--- config.mk ---
export PLATFORM = sky130hd
export DESIGN_NAME = fetch_unit
export DESIGN_NICKNAME = d
export VERILOG_FILES = /design/src/rtl/fetch_unit.sv
export SDC_FILE = /design/constraint.sdc
export NUM_CORES = 1
export LEC_CHECK = 0
export BUFFER_PORTS_ARGS = -buffer_cell sky130_fd_sc_hd__buf_2
export CORE_ASPECT_RATIO = 0.75
export CORE_UTILIZATION = 54
export CTS_BUF_LIST = sky130_fd_sc_hd__clkbuf_4 sky130_fd_sc_hd__clkbuf_8
export CTS_CLUSTER_SIZE = 10
export DETAILED_ROUTE_END_ITERATION = 7
export GPL_ROUTABILITY_DRIVEN = 0
export PLACE_DENSITY = 0.82
export SLEW_MARGIN = 20
export SYNTH_ARGS = -nofsm -noshare
export SYNTH_HDL_FRONTEND = slang
export SYNTH_SLANG_ARGS = --single-unit
export TNS_END_PERCENT = 1
--- constraint.sdc ---
create_clock -name clk -period 2.8 [get_ports clk]
set_clock_uncertainty 0.05 [all_clocks]
set_input_delay 0.42 -clock clk [delete_from_list [all_inputs] [get_ports clk]]
set_output_delay 0.42 -clock clk [all_outputs]
set_load 0.03 [all_outputs]
--- src/rtl/fetch_unit.sv ---
// Instruction-fetch stage: owns the PC, drives the instruction-memory address
// and the IF/ID register. Two-word LDM instructions (opcode word followed by an
// immediate word) are merged into a single IF/ID entry, with one bubble cycle
// inserted while the immediate word is fetched.
module fetch_unit #(
  parameter int unsigned          PC_WIDTH   = 16,
  parameter logic [PC_WIDTH-1:0]  RESET_PC   = '0,
  parameter logic [4:0]           LDM_OPCODE = 5'b00001,
  parameter logic [15:0]          NOP_INSTR  = 16'h2800
) (
  input  logic                clk,
  input  logic                rst,
  input  logic                stall,
  input  logic                redirect_en,
  input  logic [PC_WIDTH-1:0] redirect_pc,
  output logic [PC_WIDTH-1:0] imem_addr,
  input  logic [15:0]         imem_data,
  output logic [15:0]         ifid_instr,
  output logic [15:0]         ifid_imm,
  output logic [PC_WIDTH-1:0] ifid_pc,
  output logic                ifid_valid
);

  // state     | meaning
  // S_FETCH   | next imem word is an opcode word
  // S_FETCH_IMM | next imem word is the immediate of the LDM held in pending_q
  typedef enum logic {
    S_FETCH     = 1'b0,
    S_FETCH_IMM = 1'b1
  } state_t;

  state_t              state_q, state_d;
  logic [PC_WIDTH-1:0] pc_q, pc_d;
  logic [15:0]         pending_q, pending_d;
  logic [15:0]         instr_q, instr_d;
  logic [15:0]         imm_q, imm_d;
  logic [PC_WIDTH-1:0] ifid_pc_q, ifid_pc_d;
  logic                valid_q, valid_d;

  logic [PC_WIDTH-1:0] pc_inc;
  logic [PC_WIDTH-1:0] pc_dec;

  assign pc_inc = pc_q + PC_WIDTH'(1);
  assign pc_dec = pc_q - PC_WIDTH'(1);

  // Next-state and IF/ID update; priority is redirect > stall > normal fetch.
  always_comb begin
    state_d   = state_q;
    pc_d      = pc_q;
    pending_d = pending_q;
    instr_d   = instr_q;
    imm_d     = imm_q;
    ifid_pc_d = ifid_pc_q;
    valid_d   = valid_q;

    if (redirect_en) begin
      // Any half-fetched LDM is dropped; decode sees a bubble.
      state_d   = S_FETCH;
      pc_d      = redirect_pc;
      pending_d = '0;
      instr_d   = NOP_INSTR;
      imm_d     = '0;
      valid_d   = 1'b0;
    end else if (!stall) begin
      case (state_q)
        S_FETCH: begin
          pc_d = pc_inc;
          if (imem_data[15:11] == LDM_OPCODE) begin
            pending_d = imem_data;
            state_d   = S_FETCH_IMM;
            instr_d   = NOP_INSTR;
            imm_d     = '0;
            valid_d   = 1'b0;
          end else begin
            instr_d   = imem_data;
            imm_d     = '0;
            ifid_pc_d = pc_q;
            valid_d   = 1'b1;
          end
        end
        S_FETCH_IMM: begin
          // The immediate word is taken verbatim, never decoded as an opcode.
          pc_d      = pc_inc;
          state_d   = S_FETCH;
          instr_d   = pending_q;
          imm_d     = imem_data;
          ifid_pc_d = pc_dec;
          valid_d   = 1'b1;
        end
        default: begin
          state_d = S_FETCH;
        end
      endcase
    end
  end

  // State, PC and IF/ID registers with asynchronous reset.
  always_ff @(posedge clk or posedge rst) begin
    if (rst) begin
      state_q   <= S_FETCH;
      pc_q      <= RESET_PC;
      pending_q <= '0;
      instr_q   <= NOP_INSTR;
      imm_q     <= '0;
      ifid_pc_q <= '0;
      valid_q   <= 1'b0;
    end else begin
      state_q   <= state_d;
      pc_q      <= pc_d;
      pending_q <= pending_d;
      instr_q   <= instr_d;
      imm_q     <= imm_d;
      ifid_pc_q <= ifid_pc_d;
      valid_q   <= valid_d;
    end
  end

  assign imem_addr  = pc_q;
  assign ifid_instr = instr_q;
  assign ifid_imm   = imm_q;
  assign ifid_pc    = ifid_pc_q;
  assign ifid_valid = valid_q;

endmodule

==> results summary, run 1 <==
For this run, the total global-route usage over all layers was measured as 0.267. The placeable core region came out at 6470 µm². The I/O pin count is 101.

The xor and xnor fraction of the mapped netlist area is 0.0518. The average wire per standard cell is 16.7 µm. In this run the number of H-tree levels came out at 3. Counting every net in the synthesized netlist gives 395. The post-cts repair resize count is 0. Once layout is complete, the utilization of the core stands at 0.696.

The part of the power in combinational logic came out at 0.196. The routed wire length came out at between 8000 and 9000 µm. For this run, the slowest stage of the critical path takes a little over 600 ps. Setup repair after global routing left no endpoint under its margin.

The max-slew violation count came out at 0. Of the available clock period, the critical path in the final layout requires 0.811. Traced cell by cell, the critical path runs through or4_4, or4_4, or3_1, a31oi_1. The worst setup path is launched from a flip-flop.

Before CTS, the worst setup slack after placement is 533 ps. Post-CTS timing repair inserted 0 buffers for setup. Of the total synthesized cell area, the portion taken by AND, OR, NAND and NOR gates is 0.171.

The static leakage came out at 2.14 nW. The cell-internal power is 1.75 mW. Dividing the synthesized area by the synthesized cell count gives 10.4 µm². For this configuration, the core starts out at a cell density of 0.575.

The non-filler instance count after layout is 539. The placed wire-length estimate after detailed placement is 6510 µm. In this run the worst hold path is classified as primary input to async pin.

The number of clock buffers added by TritonCTS is 9. The hold violation total from the final report was 0. The maximum net fanout on the critical path came out at 9. The die width is 97.9 µm.

The count of cell types in the netlist came out at 45. The number of placement rows came out at 25. By area, the combinational part of the netlist is dominated by simple AND/OR/NAND/NOR gates.

The slowest stage cell on the critical path is or4_4. The later pin in the worst-skew pair is clocked with a latency of approximately 350 ps. The starting DRC count in detailed routing is roughly 270. The flip-flop and latch count after synthesis came out at 82. Leaving out fill and tap cells, the most frequent cell in the layout is buf_2. The number of diodes added for antenna fixing is 0. The total iterations of the first detailed-routing run is 6. The power per cell area came out at ~580 nW/µm². The final-report setup violation count is 0. Summing every instance area after synthesis gives 3720 µm². Entering global routing, the biggest net connects 38 pins. Of the total power, the share spent switching nets is 0.332. The clock passes through at most 2 buffers. After filler insertion, the fill cell instance count of the layout stands at 509. The aggregate global routing overflow came out at 0. The number of nets in the layout is 491. The number of max-cap violations came out at 0. The synthesized-area fraction occupied by adder cells came out at 0.00672. The initial antenna violation count is 0. In this run the tightest slew margin relative to its limit is 0.356.

Across all layers, the routed design uses 3,138 vias. The cell area after placement came out at roughly 4300 µm². The via density per instance is 5.82.

The synthesized instance count is roughly 360. The checks that failed: DRC. The sort of element at the end of the critical path is a flip-flop. The arrival time at the worst endpoint came out at 2490 ps.

The portion of synthesized area spent on multiplexers is 0.0192. In this run the clock root is driven by a clkbuf_8. The minimum clock period after layout is 2270 ps.

The finished cells cover 4510 µm². The most prevalent standard cell on the critical path is or4_4. The slew at the pin closest to its max-slew limit is 966 ps. The fraction of the mapped netlist area in compound gates is 0.163. VDD sags by at most around 0.35 mV. The category of the most critical setup path is flip-flop to flip-flop.

TritonCTS built the clock tree. Based on the critical path, the design can be clocked at up to about 0.44 GHz. The floorplan step defined a die boundary enclosing 7230 µm². The share of total power dissipated in the clock network is 0.294. The minimum setup slack in the final design came out at 530 ps.

The sequential share of the synthesized area is 0.552. The quantity of I/O buffers inserted on ports is 100. The final setup TNS came out at 0 ps. The height of the die is roughly 74 µm. The number of hold buffers added after cts is 0. After detailed routing, the number of remaining DRC violations is 5. The run finished, with violations left. The post-CTS clock slew at the launch and capture registers of the worst setup and hold paths is 90 ps. At the worst endpoint, the required time is 3020 ps. The via count of the first global-routing pass came out at 2,845. The growth of design area from synthesis to finish is 21.1%. In the layout the commonest cells are buf_2, dfrtp_1, nor2_1. The ratio of cells with drive above 1 in the final layout came out at 0.317. Once placement completed, the tool counted placed cells totaling between 500 and 600. Yosys printed 0 warnings.

Summed over all nets, the switching power comes to 0.872 mW. The first-pass GRT wire length came out at 14,600 µm. The sequential share of power is 0.510. Counting every sink on the clock net gives 82. Once detail routing completed, the nets flagged for antenna violations numbered 0.
## path summary, 6_finish.rpt
| kind | startpoint | end | slack [ps] | cells after the start |
|---|---|---|---|---|
| max reg2reg | imem_addr[5]$_DFFE_PP0P_ | ifid_pc[14]$_DFFE_PP0P_ | 530 | 4 |
| min | rst | imem_addr[3]$_DFFE_PP0P_ | 70 | 2 |
| max in group asynchronous | rst | ifid_pc[13]$_DFFE_PP0P_ | 1970 | 3 |
| min in group clk | redirect_pc[8] | imem_addr[8]$_DFFE_PP0P_ | 220 | 3 |
| max | imem_addr[5]$_DFFE_PP0P_ | ifid_pc[14]$_DFFE_PP0P_ | 530 | 4 |
| min reg2reg | ifid_valid$_DFFE_PP0P_ | ifid_valid$_DFFE_PP0P_ | 430 | 1 |
## worst max-delay path: cells and delay by family (launching register included)
kind	cells	cell delay, ps
flops	1	490
compound gates	1	190
simple gates	3	1460
## cell families after synthesis
family | Yosys count
xor gates and xnor gates | 22
DFF | 82
buffers and inverters | 34
adders and majority gates | 2
AOI/OAI and AO/OA | 88
and+or+nand+nor | 122
muxes | 7
## registers in the layout, summed over array words and instances (netlist names)
signal	count
ifid_pc	16
ifid_instr	16
imem_addr	16
ifid_imm	16
pending_q	16
ifid_valid	1
state_q	1
## area by class of cell
type | count | area, µm² | share of cell area
sequential | 82 | 2050 | 0.456
inverter | 5 | 20.0 | 0.00444
multi-input combinational | 241 | 1550 | 0.344
timing repair buffer | 114 | 606 | 0.134
tap | 81 | 101 | 0.0225
clock buffer | 9 | 124 | 0.0275
clock inverter | 7 | 53.8 | 0.0119
## stage by stage
stage	hold WS [ps]	total power, mW
2_1_floorplan	400	1.69
3_3_place_gp	410	1.86
3_5_place_dp	414	1.88
4_1_cts	78.0	2.64
5_1_grt	95.1	2.76
6_report	68.3	2.62
## layer usage
layer,global-route usage,routed length (µm),vias up
li1,-,-,1480
met1,0.391,4230,1486
met4,0.0791,117,0
met5,0,0,-
met2,0.380,3850,156
met3,0.0875,797,16
## power by group through the flow
| stage | Clock [mW] | Sequential, mW | Combinational [mW] |
|---|---|---|---|
| floorplan | 0 | 1.50 | 0.196 |
| global placement | 0 | 1.36 | 0.505 |
| detailed placement | 0 | 1.36 | 0.514 |
| CTS | 0.789 | 1.34 | 0.517 |
| global route | 0.847 | 1.35 | 0.558 |
| finish | 0.771 | 1.34 | 0.514 |
## Yosys cell counts, drive strengths merged
| library cell | instances | area (µm²) |
|---|---|---|
| mux2 | 1 | 11.3 |
| clkbuf | 26 | 98.8 |
| nand3 | 8 | 40.0 |
| a221oi | 11 | 96.3 |
| nand4 | 5 | 31.3 |
| nand4bb | 1 | 11.3 |
| or4 | 3 | 30.0 |
| mux2i | 6 | 60.1 |
| and4b | 2 | 20.0 |
| nor2b | 1 | 6.26 |
| xor2 | 13 | 114 |
| clkinv | 1 | 3.75 |
| dfrtp | 80 | 2000 |
| nor3 | 14 | 70.1 |
| nand3b | 1 | 7.51 |
| a211oi | 1 | 7.51 |
| nor4b | 3 | 32.5 |
| a22o | 27 | 236 |
| nor3b | 1 | 7.51 |
| o31ai | 1 | 7.51 |
| nor2 | 41 | 154 |
| ha | 2 | 25.0 |
| a21oi | 16 | 80.1 |
| a21o | 3 | 22.5 |
| or3 | 8 | 51.3 |
| inv | 4 | 15.0 |
| a31oi | 9 | 56.3 |
| nor4 | 2 | 12.5 |
| and4 | 2 | 18.8 |
| and3 | 2 | 13.8 |
| nand2 | 20 | 75.1 |
| buf | 3 | 18.8 |
| or4b | 1 | 10.0 |
| and2 | 5 | 31.3 |
| dfstp | 2 | 52.6 |
| xnor2 | 9 | 78.8 |
| o21ai | 20 | 100 |
| or2 | 2 | 12.5 |
No activity file was read; power rests on OpenSTA's default activity.
==> inputs of run 2 (changes only) <==
clock period = 2.1 ns   (was 2.8 ns; I/O delays follow)
==> run 2 against run 1 <==
  * The run still ends with DRC left
  * Non-clock buffer count increased by 14
  * Worst setup slack got worse by 450 ps
  * Register-to-register slack got worse by 450 ps
  * Count of clock-buffer cells in the layout unchanged
  * Critical path depth unchanged
  * Maximum frequency increased by 12%
  * Cell area increased by 3.2%
  * Sequential share of layout area decreased by 1.4 points
  * First-iteration DRC count increased by 34%
  * Sequential power increased by 31%
  * Wire length increased by 4.0%
  * Critical endpoint unchanged
  * Largest power group unchanged
==> results summary, run 2 (synthesis results as in run 1) <==
The cell area after layout is 4650 µm². The global routing usage summed across all routing layers is 0.277. Walking the worst path, the cells encountered are or4_4, or4_4, or3_1, a31oi_1. The largest delay contributor family on the critical path is simple AND/OR/NAND/NOR gates. The max-slew violation count is 0.

The static leakage came out at 2.22 nW. The minimum clock period after layout came out at 2020 ps. After detailed placement, the design holds a cell count of 536. The hold violation total from the final report is 0. The full die area came out at 7230 µm². In this run, post-CTS hold repair placed 0 buffers. The placed wire-length estimate after detailed placement came out at around 6600 µm. The highest layer touched by signal routing is met4. The aggregate global routing overflow came out at 0. The library cells used most frequently in the layout, excluding fill and tap cells, are buf_2, dfrtp_1, nor2_1. The quantity of I/O buffers inserted on ports is 100.

The largest single stage delay on the critical path is slightly below 600 ps. The slowest stage cell on the critical path is or4_4. The number of buffers and inverters on the critical path is 0.

The first-pass GRT wire length is 15,200 µm. In this run the cell area measured after placement is between 4000 and 5000 µm². The via count came out at 3,221.

Of the available clock period, the critical path in the final layout requires 0.964. TritonCTS built the clock tree. The overall power of the completed layout is about 3.6 mW. The power per cell area came out at ~800 nW/µm². The routed wire length is 9350 µm.

Static timing analysis puts the maximum clock frequency at 0.494 GHz. The initial antenna violation count is 0. The instance count on the critical path came out at 4. The post-place setup slack came out at 2.01 ps. The final-report setup violation count came out at 0.

The library cell used most frequently in the layout, excluding fill and tap cells, is buf_2. The number of nets in the layout came out at around 510. Entering global routing, the biggest net connects 83 pins.

The wire length on met2 came out at 4150 µm. The via density per instance came out at 5.84. The normalized max-slew margin came out at 0.558. The flow ran to the end, but the final reports show violations. In this design, the critical path's most frequently occurring cell is or4_4. The count of nets left with antenna violations once routing finished came out at 0.

For this configuration, the core starts out at a cell density of 0.575. The final reports fail on DRC. The maximum net fanout on the critical path is 5. The finished layout holds roughly 550 standard cells, fillers aside. The height of the die is 73.9 µm. For the worst setup path, the data arrival time is between 2000 and 2500 ps.

0 antenna diodes ended up in the layout. The critical path startpoint category is a flip-flop. The number of buffers added by the clock tree synthesis step came out at 9. The post-CTS clock slew at the launch and capture registers of the worst setup and hold paths is approximately 90 ps. The utilization of the core after routing is 0.719. The slew at the pin closest to its max-slew limit is 663 ps. The average wire per standard cell came out at about 17 µm.

At the worst endpoint, the required time is 2330 ps. The die width came out at 97.9 µm. The setup path with the least slack is of type flip-flop to flip-flop. Setup repair after global routing left no endpoint under its margin. The worst register-to-register path begins at imem_addr[5]$_DFFE_PP0P_. The clock drives 82 sinks. The starting DRC count in detailed routing came out at about 370. The I/O pin count came out at just over 100.

The growth of design area from synthesis to finish came out at 25.0%. Tracing the worst setup path back leads to its startpoint at imem_addr[5]$_DFFE_PP0P_. The number of placement rows is 25. The insertion delay to the later sink of the worst-skew pair came out at 360 ps. The peak supply drop is about 0.35 mV. The placeable core region is 6470 µm². The root buffer cell chosen for the clock tree is clkbuf_8. The detailed router put a total of 4470 µm of wire on met1. For this run, design rule violations remaining after detail routing come to 6. The H-tree level count is 3. Counting cells, the worst reg-to-reg path comes to 4. The number of max-cap violations is 0.

The worst hold path belongs to the class primary input to async pin. Once routing completed, OpenROAD measured the worst setup slack at 75.7 ps. The total length of routed met3 wires came out at 629 µm. The sort of element at the end of the critical path is a flip-flop. The ratio of cells with drive above 1 in the final layout came out at 0.333. The via count of the first global-routing pass is roughly 3,000. The buffer levels on the longest clock path is 2. The total iterations of the first detailed-routing run is 8.
run 2: cell count changes in the layout (fill, tap and decap cells not counted), sizes merged:
cell    change
bufinv      +1
inv         -1
clkinv      -1
buf        +14
run 2: worst paths after layout:
path                                         endpoint  slack [ps]
setup / recovery              ifid_pc[14]$_DFFE_PP0P_          80
hold reg to reg             pending_q[14]$_DFFE_PP0P_         450
setup reg to reg              ifid_pc[14]$_DFFE_PP0P_          80
hold / removal             ifid_instr[10]$_DFFE_PP0P_           8
min in group clk             imem_addr[4]$_DFFE_PP0P_         110
max in group asynchronous  ifid_instr[11]$_DFFE_PP1P_        1640
run 2: through the flow:
step | hold WS, ps | TNS, ps
2_1_floorplan | 386 | -774
3_3_place_gp | 408 | 0
3_5_place_dp | 419 | 0
4_1_cts | 24.7 | 0
5_1_grt | 31.6 | 0
6_report | 7.74 | 0
run 2: per-layer routing:
metal / up-vias / global-route usage
met5: - / 0
met4: 0 / 0.0791
met3: 12 / 0.0704
met2: 133 / 0.405
met1: 1571 / 0.412
li1: 1505 / -
run 2: layout make-up:
class / instances / area (µm²)
tap: 81 / 101
inverter: 5 / 22.5
clock inverter: 6 / 67.6
multi-input combinational: 241 / 1550
fill: 488 / 1820
timing repair buffer: 128 / 736
clock buffer: 9 / 124
sequential: 82 / 2050
run 2: power by group:
group,switching (mW),internal [mW],total (mW)
clock network,0.582,0.546,1.13
logic,0.507,0.249,0.755
registers,0.0804,1.68,1.76
run 2: tightest hold or removal path, stage by stage:
cell,delay [ps]
buf_2,110
clkinvlp_4,70
buf_12,360
run 2: repair_timing:
item                                    CTS  global route
endpoints found under the hold margin     0             0
pin swaps                                 1             3
resized for setup                         0             1
setup buffers                             1             0
cloned                                    0             0
endpoints found under the setup margin    1             3
==> inputs of run 3 (changes only) <==
--- a/config.mk
+++ b/config.mk
@@ -13,5 +13,5 @@
 export DETAILED_ROUTE_END_ITERATION = 7
 export GPL_ROUTABILITY_DRIVEN = 0
-export PLACE_DENSITY = 0.82
+export PLACE_DENSITY = 0.79
 export SLEW_MARGIN = 20
 export SYNTH_ARGS = -nofsm -noshare
--- a/constraint.sdc
+++ b/constraint.sdc
@@ -3,3 +3,3 @@
 set_input_delay 0.315 -clock clk [delete_from_list [all_inputs] [get_ports clk]]
 set_output_delay 0.315 -clock clk [all_outputs]
-set_load 0.03 [all_outputs]
+set_load 0.01 [all_outputs]
==> run 3 against run 2 <==
  * The run still ends with DRC left
  * Largest power group unchanged
  * Critical path depth stayed put
  * Final cell count grew 0.72%
  * Wire length shrank 0.14%
  * Largest cell class unchanged
  * Cell area is 1.6% higher
  * Count of clock-buffer cells in the layout increased by 1
  * Hold slack improved by 100 ps
  * Core utilization rose by 1.1 points
==> results summary, run 3 (synthesis results as in run 1) <==
The total number of clock tree sinks is 82. Setup violations remaining at the end of the flow were counted as 0. The ratio of cells with drive above 1 in the final layout is 0.337. Across every metal layer, demand over resource in global routing totals 0.275. STA puts the critical path data arrival time at between 2000 and 2500 ps. The critical path startpoint category is a flip-flop. The critical path is of the flip-flop to flip-flop type. The total DRC errors in the routed layout is 8. The worst hold margin is approximately 110 ps. The checks that failed: DRC. The max-slew violation count was 0. The floorplan has 25 rows. The aggregate global routing overflow is 0. The worst hold path cell count came out at 3.

The run finished, with violations left. The final layout contains 509 nets. The first global-routing pass estimated about 15,000 µm of wire. The via density per instance is 5.80. STA classifies the critical path endpoint as a flip-flop. During I/O placement, the number of pins put on the boundary was 101. The insertion delay to the later sink of the worst-skew pair is 360 ps. The buffer levels on the longest clock path came out at 2. In this run the worst setup path terminates at ifid_pc[9]$_DFFE_PP0P_.

The post-CTS clock slew at the launch and capture registers of the worst setup and hold paths is 80 ps. The non-filler instance count after layout came out at approximately 560. The slew at the pin closest to its max-slew limit is around 700 ps. In this run the critical register-to-register path is captured at ifid_pc[9]$_DFFE_PP0P_. The final clock period utilization by the worst path came out at 0.979.

The maximum clock frequency is 0.486 GHz. The via count of the first global-routing pass is approximately 3,000. The HPWL after detailed placement is 6640 µm. The path class of the tightest hold or removal check is primary input to flip-flop. Dividing total power by cell area gives a power density of ~790 nW/µm². Setup repair after global routing left no endpoint under its margin. In this run the remaining antenna-violating nets after routing total 0. The cell area after placement came out at 4470 µm². The footprint of the flip-flops and latches came out at roughly 2100 µm². The starting utilization of the core area is 0.575. The worst path required time came out at about 2300 ps.

The most critical setup path has its startpoint at imem_addr[5]$_DFFE_PP0P_. TritonCTS built the clock tree. The full die area came out at between 7000 and 8000 µm².

Max-cap violations in this run came to 0. The library cells used most frequently in the layout, excluding fill and tap cells, are buf_2, dfrtp_1, nor2_1. The initial antenna violation count is 0. Leaving out fill and tap cells, the most frequent cell in the layout is buf_2.

The cell sitting at the root of the clock tree is a clkbuf_8. The number of fillers in the final layout came out at ~470. The core region is around 6500 µm². The area used by multi-input combinational logic came out at roughly 1500 µm².

The number of buffers added by the clock tree synthesis step is 9. Counting tap cells, the placed design contains a total of 538 instances. 0 antenna diodes ended up in the layout.

For this run, the share of the core covered by cells in the final layout is 0.730. The average wire per standard cell came out at between 15 and 20 µm. The hold violation total from the final report was 0.

With fillers left out, the area of the finished cells amounts to approximately 4700 µm². The routed wire length is 9340 µm. Measured against its own limit, the worst slew margin works out to 0.540. The die width came out at 97.9 µm. The growth of design area from synthesis to finish is 27.0%.

The static leakage came out at 2.26 nW. VDD sags by at most 0.365 mV. Measured along the y axis, the die boundary spans approximately 74 µm.

In this run, the number of DRC markers left after iteration 0 of detailed routing was 271. The maximum number of pins on one net before global-route repair came out at 33. Setup slack on the worst reg-to-reg path comes out at 40 ps. The number of cells traversed by the worst register-to-register path is 4.

The H-tree level count is 3. The worst register-to-register path begins at imem_addr[5]$_DFFE_PP0P_. The maximum net fanout on the critical path is 5. The quantity of I/O buffers inserted on ports came out at 100.

The clock period could shrink to approximately 2100 ps. The via count came out at 3,226. The total iterations of the first detailed-routing run is 7.
-- run 3: final cells by class --
class | count | area share
timing repair buffer | 132 | 0.163
clock inverter | 5 | 0.0220
tap | 81 | 0.0214
inverter | 5 | 0.00477
clock buffer | 10 | 0.0278
multi-input combinational | 241 | 0.327
sequential | 82 | 0.435
-- run 3: worst min-delay path by stage --
stage / from / endpoint / slack, ps
2_1_floorplan: redirect_pc[0] / imem_addr[0]$_DFFE_PP0P_ / 390
3_3_place_gp: rst / imem_addr[1]$_DFFE_PP0P_ / 250
3_5_place_dp: rst / imem_addr[4]$_DFFE_PP0P_ / 260
4_1_cts: redirect_pc[7] / imem_addr[7]$_DFFE_PP0P_ / 110
5_1_grt: redirect_pc[11] / imem_addr[11]$_DFFE_PP0P_ / 130
6_report: redirect_pc[7] / imem_addr[7]$_DFFE_PP0P_ / 110
-- run 3: timing repair --
action / 4_1_cts / 5_1_grt
buffers inserted: 2 / 0
resized for setup: 0 / 0
endpoints found under the setup margin: 1 / 2
pin swaps: 1 / 3
hold buffers: 1 / 0
hold endpoints to repair: 11 / 0
-- run 3: worst max-delay path: stages, from the launching register on --
cell	delay [ps]
dfrtp_1	380
or4_4	580
or4b_2	660
xor2_1	190
a21oi_1	90
-- run 3: through the flow --
stage               worst slack, ps  setup TNS (ps)  power (mW)
floorplan                      -112            -237        2.10
detailed placement             7.65               0        2.38
finish                         43.7               0        3.71
global route                   6.59               0        3.87
global placement               25.2               0        2.36
CTS                            3.79               0        3.73
-- run 3: power by group --
| part | internal (mW) | total (mW) | leakage, nW | switching (mW) |
|---|---|---|---|---|
| registers | 1.68 | 1.77 | 1.05 | 0.0824 |
| clock network | 0.796 | 1.35 | 0.120 | 0.558 |
| logic | 0.252 | 0.593 | 1.10 | 0.342 |
-- run 3: per-layer routing --
metal,global-route usage,vias to the layer above,wire length (µm),share of wire
met3,0.0704,7,669,0.072
met2,0.408,142,4170,0.45
met1,0.406,1564,4420,0.47
li1,-,1513,-,-
met4,0.0741,0,83,0.0089
met5,0,-,0,0
